$ cat config.mk
export PLATFORM = sky130hd
export DESIGN_NAME = crc_frame_sequencer
export DESIGN_NICKNAME = d
export VERILOG_FILES = /design/src/rtl/etroc2_readout_pkg.sv /design/src/rtl/crc_frame_sequencer_crc8.sv /design/src/rtl/crc_frame_sequencer.sv
export SDC_FILE = /design/constraint.sdc
export NUM_CORES = 1
export LEC_CHECK = 0
export CORE_UTILIZATION = 46
export CTS_CLUSTER_DIAMETER = 30
export DETAILED_ROUTE_END_ITERATION = 7
export PLACE_DENSITY = 0.77
export SLEW_MARGIN = 15
export SYNTH_ARGS = -nofsm -noshare
export SYNTH_HDL_FRONTEND = slang
export SYNTH_SLANG_ARGS = --single-unit
$ cat constraint.sdc
create_clock -name clk -period 5.4 [get_ports clk]
set_clock_uncertainty 0.15 [all_clocks]
set_input_delay 1.08 -clock clk [delete_from_list [all_inputs] [get_ports clk]]
set_output_delay 1.08 -clock clk [all_outputs]
set_load 0.01 [all_outputs]
$ cat src/rtl/etroc2_readout_pkg.sv
// Shared definitions for the ETROC2 readout word stream: word type codes,
// CRC field placement, CRC-8 polynomial and the frame sequencer states.
package etroc2_readout_pkg;

    typedef enum logic [1:0] {
        FILLER  = 2'd0,
        HEADER  = 2'd1,
        DATA    = 2'd2,
        TRAILER = 2'd3
    } word_type_e;

    typedef enum logic {
        IDLE     = 1'b0,
        IN_FRAME = 1'b1
    } seq_state_e;

    localparam int CRC_W   = 8;
    localparam int CRC_LSB = 0;

    // x^8 + x^5 + x^3 + x^2 + x + 1, implicit x^8 term dropped
    localparam logic [CRC_W-1:0] CRC_POLY = 8'h2F;

endpackage

$ cat src/rtl/crc_frame_sequencer_crc8.sv
// Combinational CRC-8 over one full word, MSB first, continuing from cin.
// With dis asserted the incoming CRC is passed through untouched.
module crc_frame_sequencer_crc8
    import etroc2_readout_pkg::*;
#(
    parameter int WORDWIDTH = 40
) (
    input  logic [CRC_W-1:0]     cin,
    input  logic [WORDWIDTH-1:0] din,
    input  logic                 dis,
    output logic [CRC_W-1:0]     cout
);

    logic [CRC_W-1:0] crc_v;
    logic             fb;

    always_comb begin
        crc_v = cin;
        fb    = 1'b0;
        for (int i = WORDWIDTH - 1; i >= 0; i--) begin
            fb    = crc_v[CRC_W-1] ^ din[i];
            crc_v = {crc_v[CRC_W-2:0], 1'b0} ^ (fb ? CRC_POLY : '0);
        end
        cout = dis ? cin : crc_v;
    end

endmodule

$ cat src/rtl/crc_frame_sequencer.sv
// Per-frame CRC-8 sequencer: seeds at the header, accumulates over data words
// and patches the CRC into the trailer low byte, behind a single output register.
module crc_frame_sequencer
    import etroc2_readout_pkg::*;
#(
    parameter int               WORDWIDTH = 40,
    parameter logic [CRC_W-1:0] CRCINIT   = 8'h00,
    parameter int               CNTWIDTH  = 16
) (
    input  logic                 clk,
    input  logic                 reset,
    input  logic                 crc_en,
    input  logic                 in_valid,
    output logic                 in_ready,
    input  logic [1:0]           in_type,
    input  logic [WORDWIDTH-1:0] in_data,
    output logic                 out_valid,
    input  logic                 out_ready,
    output logic [1:0]           out_type,
    output logic [WORDWIDTH-1:0] out_data,
    output logic [CRC_W-1:0]     out_crc,
    output logic                 frame_done,
    output logic                 err_seq,
    output logic [CNTWIDTH-1:0]  frame_cnt
);

    seq_state_e             state_q, state_d;
    logic                   out_valid_q, out_valid_d;
    logic [1:0]             out_type_q, out_type_d;
    logic [WORDWIDTH-1:0]   out_data_q, out_data_d;
    logic [CRC_W-1:0]       out_crc_q, out_crc_d;
    logic                   frame_done_q, frame_done_d;
    logic                   err_seq_q, err_seq_d;
    logic [CNTWIDTH-1:0]    frame_cnt_q, frame_cnt_d;
    logic [CRC_W-1:0]       crc_reg_q, crc_reg_d;
    logic                   en_l_q, en_l_d;

    word_type_e             in_type_e;
    logic                   accept;
    logic [CRC_W-1:0]       crc_cin;
    logic [WORDWIDTH-1:0]   crc_din;
    logic [CRC_W-1:0]       crc_out;

    assign in_type_e = word_type_e'(in_type);
    assign in_ready  = !out_valid_q || out_ready;
    assign accept    = in_valid && in_ready;

    // The trailer's own CRC field is treated as zero while it is being covered.
    assign crc_cin = (in_type_e == HEADER) ? CRCINIT : crc_reg_q;
    assign crc_din = (in_type_e == TRAILER)
                   ? {in_data[WORDWIDTH-1:CRC_LSB+CRC_W], {CRC_W{1'b0}}}
                   : in_data;

    crc_frame_sequencer_crc8 #(
        .WORDWIDTH (WORDWIDTH)
    ) u_crc8 (
        .cin  (crc_cin),
        .din  (crc_din),
        .dis  (1'b0),
        .cout (crc_out)
    );

    always_ff @(posedge clk) begin
        if (reset) begin
            state_q <= IDLE;
        end else begin
            state_q <= state_d;
        end
    end

    always_comb begin
        state_d = state_q;
        if (accept) begin
            case (in_type_e)
                HEADER:  state_d = IN_FRAME;
                TRAILER: state_d = IDLE;
                default: state_d = state_q;
            endcase
        end
    end

    always_comb begin
        out_valid_d  = out_valid_q;
        out_type_d   = out_type_q;
        out_data_d   = out_data_q;
        out_crc_d    = out_crc_q;
        frame_cnt_d  = frame_cnt_q;
        crc_reg_d    = crc_reg_q;
        en_l_d       = en_l_q;
        frame_done_d = 1'b0;
        err_seq_d    = 1'b0;
        if (accept) begin
            out_valid_d = 1'b1;
            out_type_d  = in_type;
            out_data_d  = in_data;
            case (in_type_e)
                HEADER: begin
                    crc_reg_d = crc_out;
                    en_l_d    = crc_en;
                    err_seq_d = (state_q == IN_FRAME);
                end
                DATA: begin
                    if (state_q == IN_FRAME) begin
                        crc_reg_d = crc_out;
                    end else begin
                        err_seq_d = 1'b1;
                    end
                end
                TRAILER: begin
                    if (state_q == IN_FRAME) begin
                        if (en_l_q) begin
                            out_data_d[CRC_LSB +: CRC_W] = crc_out;
                        end
                        out_crc_d    = crc_out;
                        frame_done_d = 1'b1;
                        frame_cnt_d  = frame_cnt_q + CNTWIDTH'(1);
                    end else begin
                        err_seq_d = 1'b1;
                    end
                end
                default: begin
                    crc_reg_d = crc_reg_q;
                end
            endcase
        end else if (out_ready) begin
            out_valid_d = 1'b0;
        end
    end

    always_ff @(posedge clk) begin
        if (reset) begin
            out_valid_q  <= 1'b0;
            out_type_q   <= '0;
            out_data_q   <= '0;
            out_crc_q    <= '0;
            frame_done_q <= 1'b0;
            err_seq_q    <= 1'b0;
            frame_cnt_q  <= '0;
            crc_reg_q    <= '0;
            en_l_q       <= 1'b0;
        end else begin
            out_valid_q  <= out_valid_d;
            out_type_q   <= out_type_d;
            out_data_q   <= out_data_d;
            out_crc_q    <= out_crc_d;
            frame_done_q <= frame_done_d;
            err_seq_q    <= err_seq_d;
            frame_cnt_q  <= frame_cnt_d;
            crc_reg_q    <= crc_reg_d;
            en_l_q       <= en_l_d;
        end
    end

    assign out_valid  = out_valid_q;
    assign out_type   = out_type_q;
    assign out_data   = out_data_q;
    assign out_crc    = out_crc_q;
    assign frame_done = frame_done_q;
    assign err_seq    = err_seq_q;
    assign frame_cnt  = frame_cnt_q;

endmodule

==> impl_results.md, run 1 <==
* Asr flop ratio synth at 0
* Max cap viols at 0
* Status: complete, no violations
* Achievable Freq at 0.191 GHz
* Max clock buf depth at 2
* Ys Warns at 0
* Netlist cell types at 41
* Post-synth top area share at 0.305
* Area Overhead vs Synth at 49.7%
* Crit-path max FO at 4
* GRT overflow at 0
* First-pass GRT wire length at 22.9 mm
* Sink Count at 79
* Hold_buf cts at 0
* IO Pins at 117
* Vias per cell at 5.04
* Crit path time final at 5.24 ns
* Final Setup Violations at 0
* Synth top area cells: dfxtp_1 (30%), xnor2_1 (14%), xnor3_1 (9.5%)
* DRC violations left at 0
* Fin. max-slew vios at 0
* Initial core utilization at 0.475
* Crit start category: input pin
* HPWL Detailed at 10.6 mm
* CP Capture Type: flip-flop
* TritonRoute pass-1 iters at 4
* Root Driver: clkbuf_16
* Slew headroom at 0.430
* Final worst setup slack at 0.159 ns
* Final ANT Viol Nets at 0
* Antenna violations before repair at 0
* Final wirelength at 14.9 mm
* Fin. Hold Viols at 0
* Synthesized area per cell at 9.55 sq um
* Fin crit share at 0.971
* Crit path DAT at 5.38 ns
* Vias in the first global route at 4486
* Clk slew on worst S/H paths at 0.06 ns
* Core area at 0.0109 sq mm
* CTS H-tree lvls at 3
* GPL Wtd Cong at 0.884
* Hold WC Path Type: flip-flop to flip-flop
* Die span in y at 108 um
* Layout cells sized above 1 at 0.238
* Die Area at 0.0117 sq mm
* DR WL/cell at 16.6 um
* Dominant cell type by area after synthesis: dfxtp_1
* Clock buffer count from CTS at 9
* Kind of critical path: input pin to flip-flop
* Nets at 800
* Std-Cell Rows at 38
* Antenna Cells at 0
* EDFF count, synth at 0
* Worst Max-Slew Pin Slew at 0.852 ns
* # port buffers at 116
* DR iter-0 viols at 227
* Synthesized Nets at 592
* Netlist Area Pre-Place at 0.00519 sq mm
* Pre-CTS setup slack at -0.412 ns
* Post-Synthesis Cells at 544
* Ys flop type: dfxtp_1
* Unrepaired setup endpoints after global routing: false
* Worst-skew pair later-pin latency at 0.34 ns
* Die Width at 108 um
* CTS tree: yes
* Number of synthesized register bits at 79
* Critical Path RT at 5.54 ns
* Vias at 4524
* Setup TNS Final at 0 ns
* Sequential area share after synthesis at 0.305
* Total GRT Usage at 0.257
* Largest net degree at the start of global routing at 46
kinds of logic (layout without fill, tap and decap cells):
family / count (synthesis) / count (layout) / synth area share
AOI/OAI and AO/OA: 76 / 76 / 0.0846
adders and majority gates: 1 / 1 / 0.00241
buffers and inverters: 31 / 244 / 0.0260
DFF: 79 / 79 / 0.305
and+or+nand+nor: 178 / 178 / 0.146
xor gates and xnor gates: 178 / 178 / 0.434
muxes: 1 / 1 / 0.00193
stage by stage:
| step | utilization | hold WS, ns | instances | instance area [sq um] |
|---|---|---|---|---|
| 3_3_place_gp | 0.647 | 0.292 | 862 | 7080 |
| 2_1_floorplan | - | 0.299 | 544 | 5190 |
| 6_report | 0.711 | 0.305 | 897 | 7770 |
| 3_5_place_dp | 0.647 | 0.298 | 862 | 7080 |
| 4_1_cts | 0.693 | 0.307 | 888 | 7580 |
| 5_1_grt | 0.711 | 0.333 | 897 | 7770 |
layout make-up:
class                           instances  area (sq um)
Multi-Input combinational cell        434          3650
Fill cell                             801          3160
Timing Repair Buffer                  226          2020
Sequential cell                        79          1580
Clock buffer                           10           239
Tap cell                              140           175
Clock inverter                          6          97.6
Inverter                                2          7.51
worst max-delay path, stage by stage:
cell and delay (ns):
clkdlybuf4s50_1 0.49, xnor2_2 0.26, xnor2_1 0.17, xnor2_1 0.15
buf_4 0.15, xnor3_2 0.32, buf_4 0.17, xnor2_1 0.18
xor2_1 0.17, xnor3_1 0.45, xnor3_2 0.45, xnor2_2 0.19
xnor3_2 0.49, xnor2_2 0.16, a2111oi_2 0.36, a31o_1 0.15
synthesized netlist by cell type, drive strengths merged (2+ instances only):
| library cell | count |
|---|---|
| xor2 | 47 |
| nor3 | 2 |
| buf | 7 |
| and3 | 3 |
| a211oi | 9 |
| nand2 | 102 |
| o21ai | 7 |
| xnor3 | 32 |
| clkbuf | 22 |
| and2 | 2 |
| o21a | 2 |
| or3 | 2 |
| xnor2 | 92 |
| nand4 | 6 |
| nand2b | 2 |
| dfxtp | 79 |
| a21oi | 50 |
| inv | 2 |
| and4 | 2 |
| xor3 | 7 |
| o211ai | 4 |
| nor2 | 53 |
| nand3 | 3 |
registers in the layout, indices dropped and copies added, names as in the netlist:
signal,flops
crc_reg_q,8
en_l_q,1
err_seq,1
frame_cnt,16
frame_done,1
out_crc,8
out_data,40
out_type,2
out_valid,1
state_q,1
routing by layer:
| layer | GRT usage | vias up | part of all wire |
|---|---|---|---|
| li1 | - | 2199 | - |
| met1 | 0.322 | 2168 | 0.42 |
| met2 | 0.450 | 134 | 0.51 |
| met3 | 0.0464 | 23 | 0.050 |
| met4 | 0.0744 | 0 | 0.019 |
| met5 | 0 | - | 0 |
timing repair:
action                                  4_1_cts  5_1_grt
buffers inserted                             10        9
endpoints found under the setup margin        1        8
resized for setup                            14       22
pin swaps                                    15       25
hold endpoints to repair                      0        0
placed cells by master (no fill, tap or decap), drive strengths merged:
cell type and count:
nor2b 1, clkbuf 11, xnor3 32, xnor2 92, and2 2, a22oi 1
o211ai 4, nand4 6, xor3 7, inv 6, nor2 53, nand2 102
o21a 2, a31o 1, dfxtp 79, a21oi 50, a211oi 9, ha 1
and4 2, nand3 3, o211a 1, dlymetal6s2s 4, or3 2, nand2b 2
dlygate4sd2 1, and3 3, clkdlybuf4s50 109, o21ai 7, bufinv 2, buf 111
mux2i 1, nor3 2, xor2 47, a2111oi 1
path summary, 6_finish.rpt:
path                                    from      endpoint  slack [ns]  depth (start not counted)
worst max-delay path             in_data[30]   out_data[3]        0.16                         16
worst min-delay path            out_data[31]  out_data[31]        0.30                          2
worst max register to register  crc_reg_q[6]   out_data[3]        0.90                         14
worst min register to register  out_data[31]  out_data[31]        0.30                          2
Power of run 1 is not shown: default switching activity piles up to over one toggle a cycle in this logic, so the estimate is an artifact.
==> inputs of run 2 (changes only) <==
- CORE_UTILIZATION: 46 -> 45
- PLACE_DENSITY: 0.77 -> 0.76
==> run 2 against run 1 <==
Flip-flop and latch count unchanged. Cell count decreased by 0.78%. Routed wire length shrank 4.5%. Die area grew 2.2%. Worst hold slack lost 0.00074 ns. Final area fell by 2.1%. Critical path depth increased by 2. Global-route usage down 1.5 points. Fmax is 0.68% lower. Sequential share of layout area grew 0.44 points. Critical path type unchanged.
==> impl_results.md, run 2 (synthesis gave the netlist of run 1 again) <==
* Status: complete, no violations
* Critical path cell sequence: clkdlybuf4s50_1, nor2b_4, buf_12, nor2_8, xor2_4, buf_4, xnor2_2, buf_4, xnor3_1, xnor2_1, xnor2_1, buf_4, xor3_1, xor3_1, xnor3_2, xnor2_2, a2111oi_2, a31o_1
* IO Pins at 117
* Max clock buf depth at 2
* Crit-path max FO at 4
* Root Driver: clkbuf_16
* Final wirelength at 14.2 mm
* Area Overhead vs Synth at 46.5%
* Die Width at 109 um
* Largest net degree at the start of global routing at 46
* Initial core utilization at 0.471
* DR WL/cell at 15.9 um
* First-pass GRT wire length at 22.0 mm
* Commonest non-fill, non-tap cells in the layout: clkdlybuf4s50_1 (112), buf_4 (102), nand2_1 (101), dfxtp_1 (79), xnor2_1 (72)
* CTS tree: yes
* Clock buffer count from CTS at 9
* Clk slew on worst S/H paths at 0.06 ns
* Fin. Hold Viols at 0
* Met3 wire length at 908 um
* Max cap viols at 0
* Highest metal used: met4
* DRC violations left at 0
* Critical path's largest stage delay at 0.48 ns
* R2r worst-path depth at 16
* Nets at 793
* Final std cells w/o fill at 890
* TritonRoute pass-1 iters at 4
* Std-Cell Rows at 38
* Critical Path RT at 5.54 ns
* M1 WL at 5.93 mm
* Final Setup Violations at 0
* GPL Wtd Cong at 0.831
* Crit. Startpoint: in_type[0]
* Critical-path top delay cell: clkdlybuf4s50_1
* Critical path endpoint: out_data[3]
* Total GRT Usage at 0.242
* RR Endpoint: out_data[3]
* Reg-to-reg setup timing slack at 0.87 ns
* Design area at 0.00761 sq mm
* Vias per cell at 5.00
* Hold_buf cts at 0
* Area post-placement at 0.00711 sq mm
* CTS H-tree lvls at 3
* Crit start category: input pin
* Pre-CTS setup slack at -0.387 ns
* CP Capture Type: flip-flop
* DR iter-0 viols at 211
* Final worst setup slack at 0.123 ns
* Core area at 0.0110 sq mm
* Worst-skew pair later-pin latency at 0.35 ns
* Commonest non-fill, non-tap cell in the layout: clkdlybuf4s50_1
* Crit path DAT at 5.42 ns
* Antenna violations before repair at 0
* Die Area at 0.0120 sq mm
* Worst Max-Slew Pin Slew at 0.805 ns
* HPWL Detailed at 10.6 mm
* Sink Count at 79
* Achievable Freq at 0.190 GHz
* Largest register FFs at 40
* Placed Cells at 864
* Fin. max-slew vios at 0
* Crit path time final at 5.28 ns
* Wire length on met2 at 7.09 mm
* CP Buf/Inv Count at 5
* Slew headroom at 0.463
* GRT overflow at 0
* Hold WC Path Type: flip-flop to flip-flop
* # port buffers at 116
* Kind of critical path: input pin to flip-flop
* Final ANT Viol Nets at 0
* Die span in y at 109 um
* Fin crit share at 0.977
* Vias in the first global route at 4473
* Levels on crit path at 18
* Top cell by count, worst path: buf_4
* Worst r2r src: crc_reg_q[6]
* Top cell family by delay on the critical path: XOR/XNOR gates
* Vias at 4448
* Layout cells sized above 1 at 0.221
* Antenna Cells at 0
run 2: how the worst min path moves through the flow:
stage                 start           end  slack (ns)  depth (start not counted)
2_1_floorplan  crc_reg_q[0]  crc_reg_q[0]        0.30                          2
3_5_place_dp   out_data[28]  out_data[28]        0.30                          2
6_report       out_data[28]  out_data[28]        0.30                          2
4_1_cts        out_data[28]  out_data[28]        0.30                          2
3_3_place_gp   out_data[24]  out_data[24]        0.29                          2
5_1_grt        out_data[22]  out_data[22]        0.33                          2
run 2: layout make-up:
cell class / instances / area (sq um)
Inverter: 2 / 7.51
Fill cell: 848 / 3420
Clock inverter: 7 / 61.3
Tap cell: 140 / 175
Multi-Input combinational cell: 434 / 3610
Sequential cell: 79 / 1580
Clock buffer: 9 / 225
Timing Repair Buffer: 219 / 1950
run 2: worst reg2reg max path: cells and delay by family, from the launching register on:
kind / cells / cell delay, ns
xor gates and xnor gates: 10 / 2.94
DFF: 1 / 0.37
and+or+nand+nor: 1 / 0.07
buffers and inverters: 3 / 0.52
AOI/OAI and AO/OA: 2 / 0.44
run 2: metrics by stage:
step                      utilization  hold WS [ns]  TNS, ns
final                           0.690         0.304        0
after detailed placement        0.644         0.296    -2.67
after global placement          0.644         0.291    -1.18
after floorplan                     -         0.299        0
after global routing            0.690         0.325  -0.0987
after CTS                       0.673         0.305        0
run 2: what timing repair did:
item	CTS	global route
pin swaps	0	21
setup buffers	0	10
resized for setup	3	19
endpoints found under the hold margin	0	0
setup endpoints to repair	1	7
run 2: routing by layer:
metal  global-route usage  up-vias
li1                     -     2179
met1                0.298     2098
met2                0.428      149
met3               0.0462       22
met4               0.0724        0
met5                    0        -
Power of run 2 is left out for the same reason.
